## src/rtl/memory_h_seq_if.sv

```systemverilog
// Bundle of the sequencer's command, data and memory-address signals.
// Parameters: WIDTH (h value width), ADDR_W (h memory address width).
// Signals:
//   start, rev_start  forward / backward sequence requests
//   h_valid, h_i      per-cell h value from the LSTM cells
//   rd_next           BPTT consumer advance request
//   wr, wr_addr, h_o  write port toward the h memory
//   rd_addr, t_o      read base address and current timestep
//   step_go, busy, done, rev_done  status / pulses
// Modports: master drives the requests and h data; slave is the sequencer.
interface memory_h_seq_if #(
  parameter int unsigned WIDTH  = 32,
  parameter int unsigned ADDR_W = 9
);
  logic                     start;
  logic                     h_valid;
  logic signed [WIDTH-1:0]  h_i;
  logic                     rev_start;
  logic                     rd_next;
  logic                     wr;
  logic [ADDR_W-1:0]        wr_addr;
  logic signed [WIDTH-1:0]  h_o;
  logic [ADDR_W-1:0]        rd_addr;
  logic [ADDR_W-1:0]        t_o;
  logic                     step_go;
  logic                     busy;
  logic                     done;
  logic                     rev_done;

  modport master (
    output start, h_valid, h_i, rev_start, rd_next,
    input  wr, wr_addr, h_o, rd_addr, t_o, step_go, busy, done, rev_done
  );

  modport slave (
    input  start, h_valid, h_i, rev_start, rd_next,
    output wr, wr_addr, h_o, rd_addr, t_o, step_go, busy, done, rev_done
  );
endinterface

```

## src/rtl/memory_h_seq.sv

```systemverilog
// Write/read address sequencer in front of the hidden-state (h) memory.
// Forward pass: writes each cell's h to slot t*NUM_LSTM+cell and presents the
// read base of the previous timestep's h vector. BPTT pass: walks the read base
// back from the last timestep down to timestep 0. Slot group t=0 holds the
// initial h loaded by the memory itself.
// Ports:
//   clk  rising-edge clock
//   rst  asynchronous active-high reset
//   bus  memory_h_seq_if.slave: start, h_valid, h_i, rev_start, rd_next in;
//        wr, wr_addr, h_o, rd_addr, t_o, step_go, busy, done, rev_done out
//        (all outputs registered)
module memory_h_seq #(
  parameter int unsigned WIDTH    = 32,
  parameter int unsigned NUM_LSTM = 2,
  parameter int unsigned TIMESTEP = 7,
  parameter int unsigned ADDR_W   = 9
) (
  input  logic           clk,
  input  logic           rst,
  memory_h_seq_if.slave  bus
);

  localparam int unsigned CELL_W = (NUM_LSTM > 1) ? $clog2(NUM_LSTM) : 1;

  localparam logic [1:0] ST_IDLE  = 2'd0;
  localparam logic [1:0] ST_RUN   = 2'd1;
  localparam logic [1:0] ST_FLUSH = 2'd2;
  localparam logic [1:0] ST_REV   = 2'd3;

  localparam logic [ADDR_W-1:0] NL_A      = ADDR_W'(NUM_LSTM);
  localparam logic [ADDR_W-1:0] TS_A      = ADDR_W'(TIMESTEP);
  localparam logic [CELL_W-1:0] LAST_CELL = CELL_W'(NUM_LSTM - 1);

  logic [1:0]               state_q,    state_d;
  logic [CELL_W-1:0]        cell_q,     cell_d;
  logic [ADDR_W-1:0]        t_q,        t_d;
  logic [ADDR_W-1:0]        rd_addr_q,  rd_addr_d;
  logic [ADDR_W-1:0]        wr_addr_q,  wr_addr_d;
  logic signed [WIDTH-1:0]  h_q,        h_d;
  logic                     wr_q,       wr_d;
  logic                     step_go_q,  step_go_d;
  logic                     busy_q,     busy_d;
  logic                     done_q,     done_d;
  logic                     rev_done_q, rev_done_d;

  // State and output registers; reset aborts any sequence in flight.
  always_ff @(posedge clk or posedge rst) begin
    if (rst) begin
      state_q    <= ST_IDLE;
      cell_q     <= '0;
      t_q        <= '0;
      rd_addr_q  <= '0;
      wr_addr_q  <= '0;
      h_q        <= '0;
      wr_q       <= 1'b0;
      step_go_q  <= 1'b0;
      busy_q     <= 1'b0;
      done_q     <= 1'b0;
      rev_done_q <= 1'b0;
    end else begin
      state_q    <= state_d;
      cell_q     <= cell_d;
      t_q        <= t_d;
      rd_addr_q  <= rd_addr_d;
      wr_addr_q  <= wr_addr_d;
      h_q        <= h_d;
      wr_q       <= wr_d;
      step_go_q  <= step_go_d;
      busy_q     <= busy_d;
      done_q     <= done_d;
      rev_done_q <= rev_done_d;
    end
  end

  // Next-state and next-output logic; pulses default low, counters hold.
  always_comb begin
    state_d    = state_q;
    cell_d     = cell_q;
    t_d        = t_q;
    rd_addr_d  = rd_addr_q;
    wr_addr_d  = wr_addr_q;
    h_d        = h_q;
    wr_d       = 1'b0;
    step_go_d  = 1'b0;
    done_d     = 1'b0;
    rev_done_d = 1'b0;

    case (state_q)
      ST_IDLE: begin
        // start has priority over rev_start
        if (bus.start) begin
          state_d   = ST_RUN;
          t_d       = ADDR_W'(1);
          cell_d    = '0;
          rd_addr_d = '0;
          step_go_d = 1'b1;
        end else if (bus.rev_start) begin
          state_d   = ST_REV;
          rd_addr_d = TS_A * NL_A;
          t_d       = TS_A;
        end
      end

      ST_RUN: begin
        if (bus.h_valid) begin
          wr_d      = 1'b1;
          wr_addr_d = t_q * NL_A + ADDR_W'(cell_q);
          h_d       = bus.h_i;
          if (cell_q == LAST_CELL) begin
            cell_d  = '0;
            state_d = ST_FLUSH;
          end else begin
            cell_d  = cell_q + CELL_W'(1);
          end
        end
      end

      // One idle cycle so the last write of the timestep lands before
      // step_go tells the cells that the next read base is valid.
      ST_FLUSH: begin
        if (t_q < TS_A) begin
          rd_addr_d = t_q * NL_A;
          t_d       = t_q + ADDR_W'(1);
          step_go_d = 1'b1;
          state_d   = ST_RUN;
        end else begin
          done_d  = 1'b1;
          state_d = ST_IDLE;
        end
      end

      ST_REV: begin
        if (bus.rd_next) begin
          if (t_q != '0) begin
            rd_addr_d = rd_addr_q - NL_A;
            t_d       = t_q - ADDR_W'(1);
          end else begin
            rev_done_d = 1'b1;
            state_d    = ST_IDLE;
          end
        end
      end

      default: begin
        state_d = ST_IDLE;
      end
    endcase

    busy_d = (state_d != ST_IDLE);
  end

  assign bus.wr       = wr_q;
  assign bus.wr_addr  = wr_addr_q;
  assign bus.h_o      = h_q;
  assign bus.rd_addr  = rd_addr_q;
  assign bus.t_o      = t_q;
  assign bus.step_go  = step_go_q;
  assign bus.busy     = busy_q;
  assign bus.done     = done_q;
  assign bus.rev_done = rev_done_q;

endmodule

```

## src/flat_wrapper.sv

```systemverilog
// flat-port wrapper written by rule: the top's interface ports become plain ports
module memory_h_seq_flat 
#(
  parameter int unsigned WIDTH    = 32,
  parameter int unsigned NUM_LSTM = 2,
  parameter int unsigned TIMESTEP = 7,
  parameter int unsigned ADDR_W   = 9
)
  (clk, rst, bus_start, bus_h_valid, bus_h_i, bus_rev_start, bus_rd_next, bus_wr, bus_wr_addr, bus_h_o, bus_rd_addr, bus_t_o, bus_step_go, bus_busy, bus_done, bus_rev_done);
  memory_h_seq_if #(.WIDTH(WIDTH), .ADDR_W(ADDR_W)) bus_i ();
  input  logic clk;
  input  logic rst;
  input wire logic [$bits(bus_i.start)-1:0] bus_start;
  input wire logic [$bits(bus_i.h_valid)-1:0] bus_h_valid;
  input wire logic [$bits(bus_i.h_i)-1:0] bus_h_i;
  input wire logic [$bits(bus_i.rev_start)-1:0] bus_rev_start;
  input wire logic [$bits(bus_i.rd_next)-1:0] bus_rd_next;
  output wire logic [$bits(bus_i.wr)-1:0] bus_wr;
  output wire logic [$bits(bus_i.wr_addr)-1:0] bus_wr_addr;
  output wire logic [$bits(bus_i.h_o)-1:0] bus_h_o;
  output wire logic [$bits(bus_i.rd_addr)-1:0] bus_rd_addr;
  output wire logic [$bits(bus_i.t_o)-1:0] bus_t_o;
  output wire logic [$bits(bus_i.step_go)-1:0] bus_step_go;
  output wire logic [$bits(bus_i.busy)-1:0] bus_busy;
  output wire logic [$bits(bus_i.done)-1:0] bus_done;
  output wire logic [$bits(bus_i.rev_done)-1:0] bus_rev_done;
  assign bus_i.start = bus_start;
  assign bus_i.h_valid = bus_h_valid;
  assign bus_i.h_i = bus_h_i;
  assign bus_i.rev_start = bus_rev_start;
  assign bus_i.rd_next = bus_rd_next;
  assign bus_wr = bus_i.wr;
  assign bus_wr_addr = bus_i.wr_addr;
  assign bus_h_o = bus_i.h_o;
  assign bus_rd_addr = bus_i.rd_addr;
  assign bus_t_o = bus_i.t_o;
  assign bus_step_go = bus_i.step_go;
  assign bus_busy = bus_i.busy;
  assign bus_done = bus_i.done;
  assign bus_rev_done = bus_i.rev_done;
  memory_h_seq #(.WIDTH(WIDTH), .NUM_LSTM(NUM_LSTM), .TIMESTEP(TIMESTEP), .ADDR_W(ADDR_W)) u_core (.clk(clk), .rst(rst), .bus(bus_i));
endmodule
```

## config.mk

```make
export PLATFORM = sky130hd
export DESIGN_NAME = memory_h_seq_flat
export DESIGN_NICKNAME = d
export VERILOG_FILES = /design/src/rtl/memory_h_seq_if.sv /design/src/rtl/memory_h_seq.sv /design/src/flat_wrapper.sv
export SDC_FILE = /design/constraint.sdc
export NUM_CORES = 1
export LEC_CHECK = 0
export BUFFER_PORTS_ARGS = -buffer_cell sky130_fd_sc_hd__buf_2
export CORE_ASPECT_RATIO = 1.5
export CORE_UTILIZATION = 51
export DETAILED_ROUTE_END_ITERATION = 6
export GPL_TIMING_DRIVEN = 0
export HOLD_SLACK_MARGIN = 0.05
export PLACE_DENSITY = 0.8
export SLEW_MARGIN = 20
export SYNTH_ARGS = -nofsm -noshare
export SYNTH_HDL_FRONTEND = slang
export SYNTH_SLANG_ARGS = --single-unit
```

## constraint.sdc

```tcl
create_clock -name clk -period 3.3 [get_ports clk]
set_input_delay 0.495 -clock clk [delete_from_list [all_inputs] [get_ports clk]]
set_output_delay 0.495 -clock clk [all_outputs]
set_load 0.03 [all_outputs]
```

==> results of run 1 <==
[per-stage QoR]
step	util [%]	hold slack [ns]	std cells
after global placement	63.63	0.4521	531
after global routing	67.52	0.3539	549
final	67.52	0.3484	549
after detailed placement	64.13	0.4078	532
after floorplan	-	0.5304	359
after CTS	67.52	0.3384	549
[layout make-up]
type,instances,share of cell area (%)
sequential,66,41.37
timing repair buffer,102,13.48
clock inverter,4,0.6268
multi-input combinational,267,35.38
clock buffer,12,4.137
tap,72,2.256
buffer,17,1.849
inverter,9,0.9088
[synthesized netlist by cell type, types with 2 or more instances]
cell type	instances
nor2_1	20
nor4_1	2
or3_1	4
inv_1	8
ha_1	8
xnor2_1	2
buf_1	3
o21ai_0	13
and3_2	2
a31oi_1	2
nor3_1	7
a21oi_1	14
buf_2	5
o31ai_1	3
o21ai_1	8
nand2_1	135
clkbuf_1	8
a32o_1	2
a221o_1	2
nand3_1	5
xor2_1	2
nor2b_1	5
nand2b_1	4
dfrtp_1	66
a21o_1	4
[what timing repair did]
action,CTS,global route
setup endpoints to repair,0,0
hold endpoints to repair,8,0
hold buffers,1,0
[critical path: stages (launching register included)]
cell	delay, ns
dfrtp_1	0.34
buf_2	0.21
nand2_2	0.18
inv_1	0.32
ha_1	0.34
nor2b_1	0.16
o2111a_1	0.27
o21a_1	0.19
or3_1	0.37
a221o_1	0.30
[how the worst max path moves through the flow]
stage,start,endpoint,slack (ns),cells after the start
global placement,rst,u_core.bus.done,0.42,2
floorplan,u_core.state_q[1],u_core.bus.t_o[8],0.86,9
finish,u_core.state_q[1],u_core.bus.t_o[8],0.52,9
CTS,u_core.state_q[1],u_core.bus.t_o[8],0.50,9
global route,u_core.state_q[1],u_core.bus.t_o[7],0.38,9
detailed placement,u_core.state_q[1],u_core.bus.t_o[8],0.53,9
[flip-flops by register name, summed over array words and instances (netlist names)]
signal and cells:
u_core.bus.h_o 32, u_core.bus.t_o 9, u_core.bus.wr_addr 9, u_core.bus.rd_addr 8
u_core.state_q 2, u_core.bus.busy 1, u_core.bus.done 1, u_core.bus.rev_done 1
u_core.bus.step_go 1, u_core.bus.wr 1, u_core.cell_q 1
[per-layer routing]
metal  track usage, %  part of all wire, %
met1            30.50                   39
met2            46.70                   52
met3            5.787                  6.8
met4            11.13                  1.9
met5                0                    0
[cell families after synthesis]
| kind of cell | count (synthesis) | synth area share, % |
|---|---|---|
| flip-flops | 66 | 52.07 |
| AND/OR/NAND/NOR | 191 | 25.88 |
| multiplexers | 1 | 0.3156 |
| other | 1 | 0.1182 |
| adder cells (fa/ha/maj) | 9 | 3.787 |
| XOR/XNOR | 4 | 1.105 |
| AO/OA/AOI/OAI | 61 | 13.33 |
| buffers and inverters | 26 | 3.392 |
[power by group]
group	switching (W)	leakage [nW]	internal [W]
logic	0.00177	1.26	0.000809
registers	0.000274	0.833	0.00117
clock network	0.000297	0.0944	0.000331
[layout by cell type, fill, tap and decap left out, drive strengths merged, types with 2 or more instances in the layout]
master / count
a31oi: 2
dfrtp: 66
xor2: 2
ha: 8
nand2b: 4
a32o: 2
o21ai: 22
clkbuf: 20
nor2: 20
a21oi: 14
a21o: 4
or3: 4
clkinvlp: 2
o31ai: 3
and3: 3
nand2: 136
nor4: 3
inv: 9
xnor2: 2
nor3: 7
nor2b: 5
o221ai: 2
nand3: 5
buf: 110
a221o: 2
clkinv: 2
==> impl_metrics.ini, run 1 <==
[critical_path]
critPathArrivalTime_ns = 3.00
reg2reg_from = u_core.state_q[1]
critPathLaunchType = flop
crit_type = flop to flop
required_ns = 3.52
r2r_cells = 9
r2r_slack_ns = 0.52
cp-end-kind = flop
r2r-end = u_core.bus.t_o[8]
crit_fanout = 10

[placed_design]
placed_area_sq_um = 3792
place_ws_ns = 0.5289
place.gp.congestion = 0.8288
port_buffers = 100
hpwl_microns = 5990

[finish]
nFillCells = 521
regArea_sq_um = 1652
diodes = 0
final_cell_area_sq_um = 3993
area_delta_synth_final_pct = 25.88
final_nets = 519
drive_gt1_share_pct = 27.88
multi_input_area_sq_um = 1413

[die]
pin_count = 102
core-area_sq_um = 5913
die_w_microns = 66.39
dieArea_sq_um = 6545
die_h_microns = 98.59
placementRows = 34
start_util_pct = 53.64

[clocking]
cts_tree = yes
cts.sinks = 66
cts_buffers = 9
insertion_delay_ns = 0.33
cts_setup_buffers = 0
cts_buffer_depth = 2
ctsHtreeMaxLevel = 3
cts_root_buf = clkbuf_8
cts_resized = 0
cts.clk_slew.worst_paths_ns = 0.07

[timing]
fin_ws_ns = 0.5163
tightestPinTransition_ns = 0.5111
slew_headroom_pct = 65.93
rsz0062_at_grt = no
setup-tns-final_ns = 0
fin_crit_ns = 2.784
slew_violations = 0
max_freq_ghz = 0.3592
finalSetupViolCount = 0
period_share_pct = 84.35
finalHoldViolations = 0
finClkSkew_ns = 0.003896

[synth]
synthArstFlopShare_pct = 100.0
ys_seq_area_share_pct = 52.07
synth_cell_type_count = 50
syn_avg_cell_area_sq_um = 8.835
synth-seq-cells = 66
yosysTopAreaCellShare_pct = 52.07
netlist_area_sq_um = 3172
syn_nets = 406
synth_ff_type = dfrtp_1
yosys-top-cells-area = dfrtp_1, nand2_1, ha_1
ys_warn_count = 0
synthCells = 359
synth_top_area_cell = dfrtp_1
synth_edf_count = 0

[power]
peakVddDrop_v = 0.0005080
p_leak_nw = 2.188
totalPowerFinal_w = 0.004652
cellPowerDensity_nw_per_um2 = 1165

[route]
final_antenna_net_count = 0
drt-initial-drc-count = 140
via_count = 2960
wl_microns = 7997
routedWlPerCell_microns = 14.57
first_pass_iters = 4
drc = 0
avgViaCountPerCell = 5.392

[global_routing]
grt_max_degree = 59
track_usage_pct = 26.62
grt_overflow = 0
first_global_vias = 2955
antenna_found_initial = 0
grt_first_pass_wirelength_microns = 13260

[worst_hold_path]
hp-class = primary input to flop
hold_path_end = u_core.bus.h_o[28]
hold_depth = 3
hold_start = bus_h_i[28]

[job]
drv_cap = 0

[run_status]
status = completed
(Power assumes the default switching activity.)
==> run 2: changes to the inputs <==
==> constraint.sdc (replaced) <==
create_clock -name clk -period 2.6 [get_ports clk]
set_input_delay 0.39 -clock clk [delete_from_list [all_inputs] [get_ports clk]]
set_output_delay 0.39 -clock clk [all_outputs]
set_load 0.03 [all_outputs]
==> run 2 against run 1 <==
  * First-iteration DRC count rose by 25%
  * Setup slack got worse by 0.45 ns
  * Non-clock buffer count increased by 3
  * Combinational power up 31%
  * Sequential share of layout area shrank 0.68 points
  * Sequential power rose by 27%
  * Global-route usage is 0.24 points higher
  * Flip-flop and latch count is the same
  * Count of clock-buffer cells in the layout stayed put
  * Final area up 1.7%
  * Die area unchanged
  * Critical path type unchanged
==> impl_metrics.ini, run 2 (same netlist as run 1, synthesis figures left out) <==
[clocking]
cts_root_buf = clkbuf_8
cts_buffers = 9
insertion_delay_ns = 0.34
cts_buffer_depth = 2
ctsHtreeMaxLevel = 3
cts.sinks = 66
cts_tree = yes
cts.clk_slew.worst_paths_ns = 0.07

[finish]
final_nets = 522
diodes = 0
final_cell_area_sq_um = 4059
layout_commonest_cell = nand2_1
largest_register_ffs = 32
area_delta_synth_final_pct = 27.97
drive_gt1_share_pct = 29.79
mostFrequentLayoutCells = nand2_1, buf_2, dfrtp_1, nor2_1, a21oi_1
instances_no_fill = 552

[placed_design]
place.gp.congestion = 0.8288
hpwl_microns = 5990
placed_area_sq_um = 3792
placed_cells = 532
port_buffers = 100

[timing]
finalSetupViolCount = 0
slew_headroom_pct = 66.24
rsz0062_at_grt = no
max_freq_ghz = 0.3954
slew_violations = 0
tightestPinTransition_ns = 0.5064
setup-tns-final_ns = 0
period_share_pct = 97.26
finalHoldViolations = 0
finClkSkew_ns = 0.004368
fin_crit_ns = 2.529

[die]
start_util_pct = 53.64
dieArea_sq_um = 6545
die_w_microns = 66.39
placementRows = 34
pin_count = 102
die_h_microns = 98.59
core-area_sq_um = 5913

[power]
p_leak_nw = 2.201
cellPowerDensity_nw_per_um2 = 1485
peakVddDrop_v = 0.0007014

[critical_path]
required_ns = 2.82
reg2reg_from = u_core.state_q[1]
critPathLaunchType = flop
cp-end-kind = flop
crit_fanout = 9
r2r_cells = 9
r2r-end = u_core.bus.t_o[8]
r2r_slack_ns = 0.07
critPathArrivalTime_ns = 2.75
crit_type = flop to flop

[route]
first_pass_iters = 4
avgViaCountPerCell = 5.437
via_count = 3001
final_antenna_net_count = 0
drt-initial-drc-count = 175
drc = 0
wl_microns = 8167
routedWlPerCell_microns = 14.80

[global_routing]
antenna_found_initial = 0
first_global_vias = 2982
grt_first_pass_wirelength_microns = 13380
track_usage_pct = 26.86
grt_max_degree = 59
grt_overflow = 0

[worst_hold_path]
hold_start = bus_h_i[9]
hp-class = primary input to flop
hold_path_end = u_core.bus.h_o[9]
hold_depth = 3

[job]
drv_cap = 0

[run_status]
status = completed
-- run 2: power by group --
group	internal [W]	total (W)	switching (W)
clock	0.000421	0.000805	0.000384
sequential	0.00149	0.00183	0.000347
combinational	0.00110	0.00339	0.00229
total	0.00300	0.00603	0.00303
-- run 2: through the flow --
step                hold slack (ns)  worst slack (ns)  utilization [%]  power (W)
finish                       0.2388           0.07113            68.64   0.006029
detailed placement           0.3028           -0.1711            64.13   0.005115
global placement             0.4521           -0.1737            63.63   0.004993
global route                 0.2489          0.003684            68.64   0.006457
CTS                          0.2334         -0.007854            68.13   0.005984
floorplan                    0.4954            0.1561                -   0.004157
-- run 2: how the worst max path moves through the flow --
| stage | cells past startpoint | from | to |
|---|---|---|---|
| global route | 10 | u_core.state_q[1] | u_core.bus.t_o[8] |
| CTS | 9 | u_core.state_q[1] | u_core.bus.t_o[8] |
| global placement | 2 | rst | u_core.bus.done |
| floorplan | 9 | u_core.state_q[1] | u_core.bus.t_o[8] |
| detailed placement | 9 | u_core.state_q[1] | u_core.bus.t_o[8] |
| finish | 9 | u_core.state_q[1] | u_core.bus.t_o[8] |
-- run 2: final cells by class --
class | instances | area, sq um
tap | 72 | 90.09
multi-input combinational | 267 | 1453
inverter | 9 | 40.04
fill | 511 | 1854
sequential | 66 | 1652
buffer | 17 | 73.82
clock buffer | 12 | 165.2
timing repair buffer | 105 | 560.5
clock inverter | 4 | 25.02
-- run 2: timing repair --
item,4_1_cts,5_1_grt
endpoints found under the hold margin,8,0
gates resized for setup,4,6
setup endpoints to repair,2,2
pin swaps,0,1
hold buffers,1,0
setup buffers,2,1
-- run 2: worst max-delay path, stage by stage, from the launching register on --
cell and delay (ns):
dfrtp_1 0.37, buf_2 0.19, nand2_4 0.11, clkinvlp_4 0.17
ha_2 0.35, a21oi_1 0.26, nor2b_2 0.10, o21a_1 0.20
or3_1 0.37, a221o_1 0.30
-- run 2: routing by layer --
metal	wire [microns]	part of all wire, %	GRT usage (%)	vias up
met5	0	0	0	-
li1	-	-	-	1438
met2	4203	51	47.02	123
met3	585	7.2	5.556	21
met1	3178	39	30.96	1419
met4	200	2.4	11.46	0
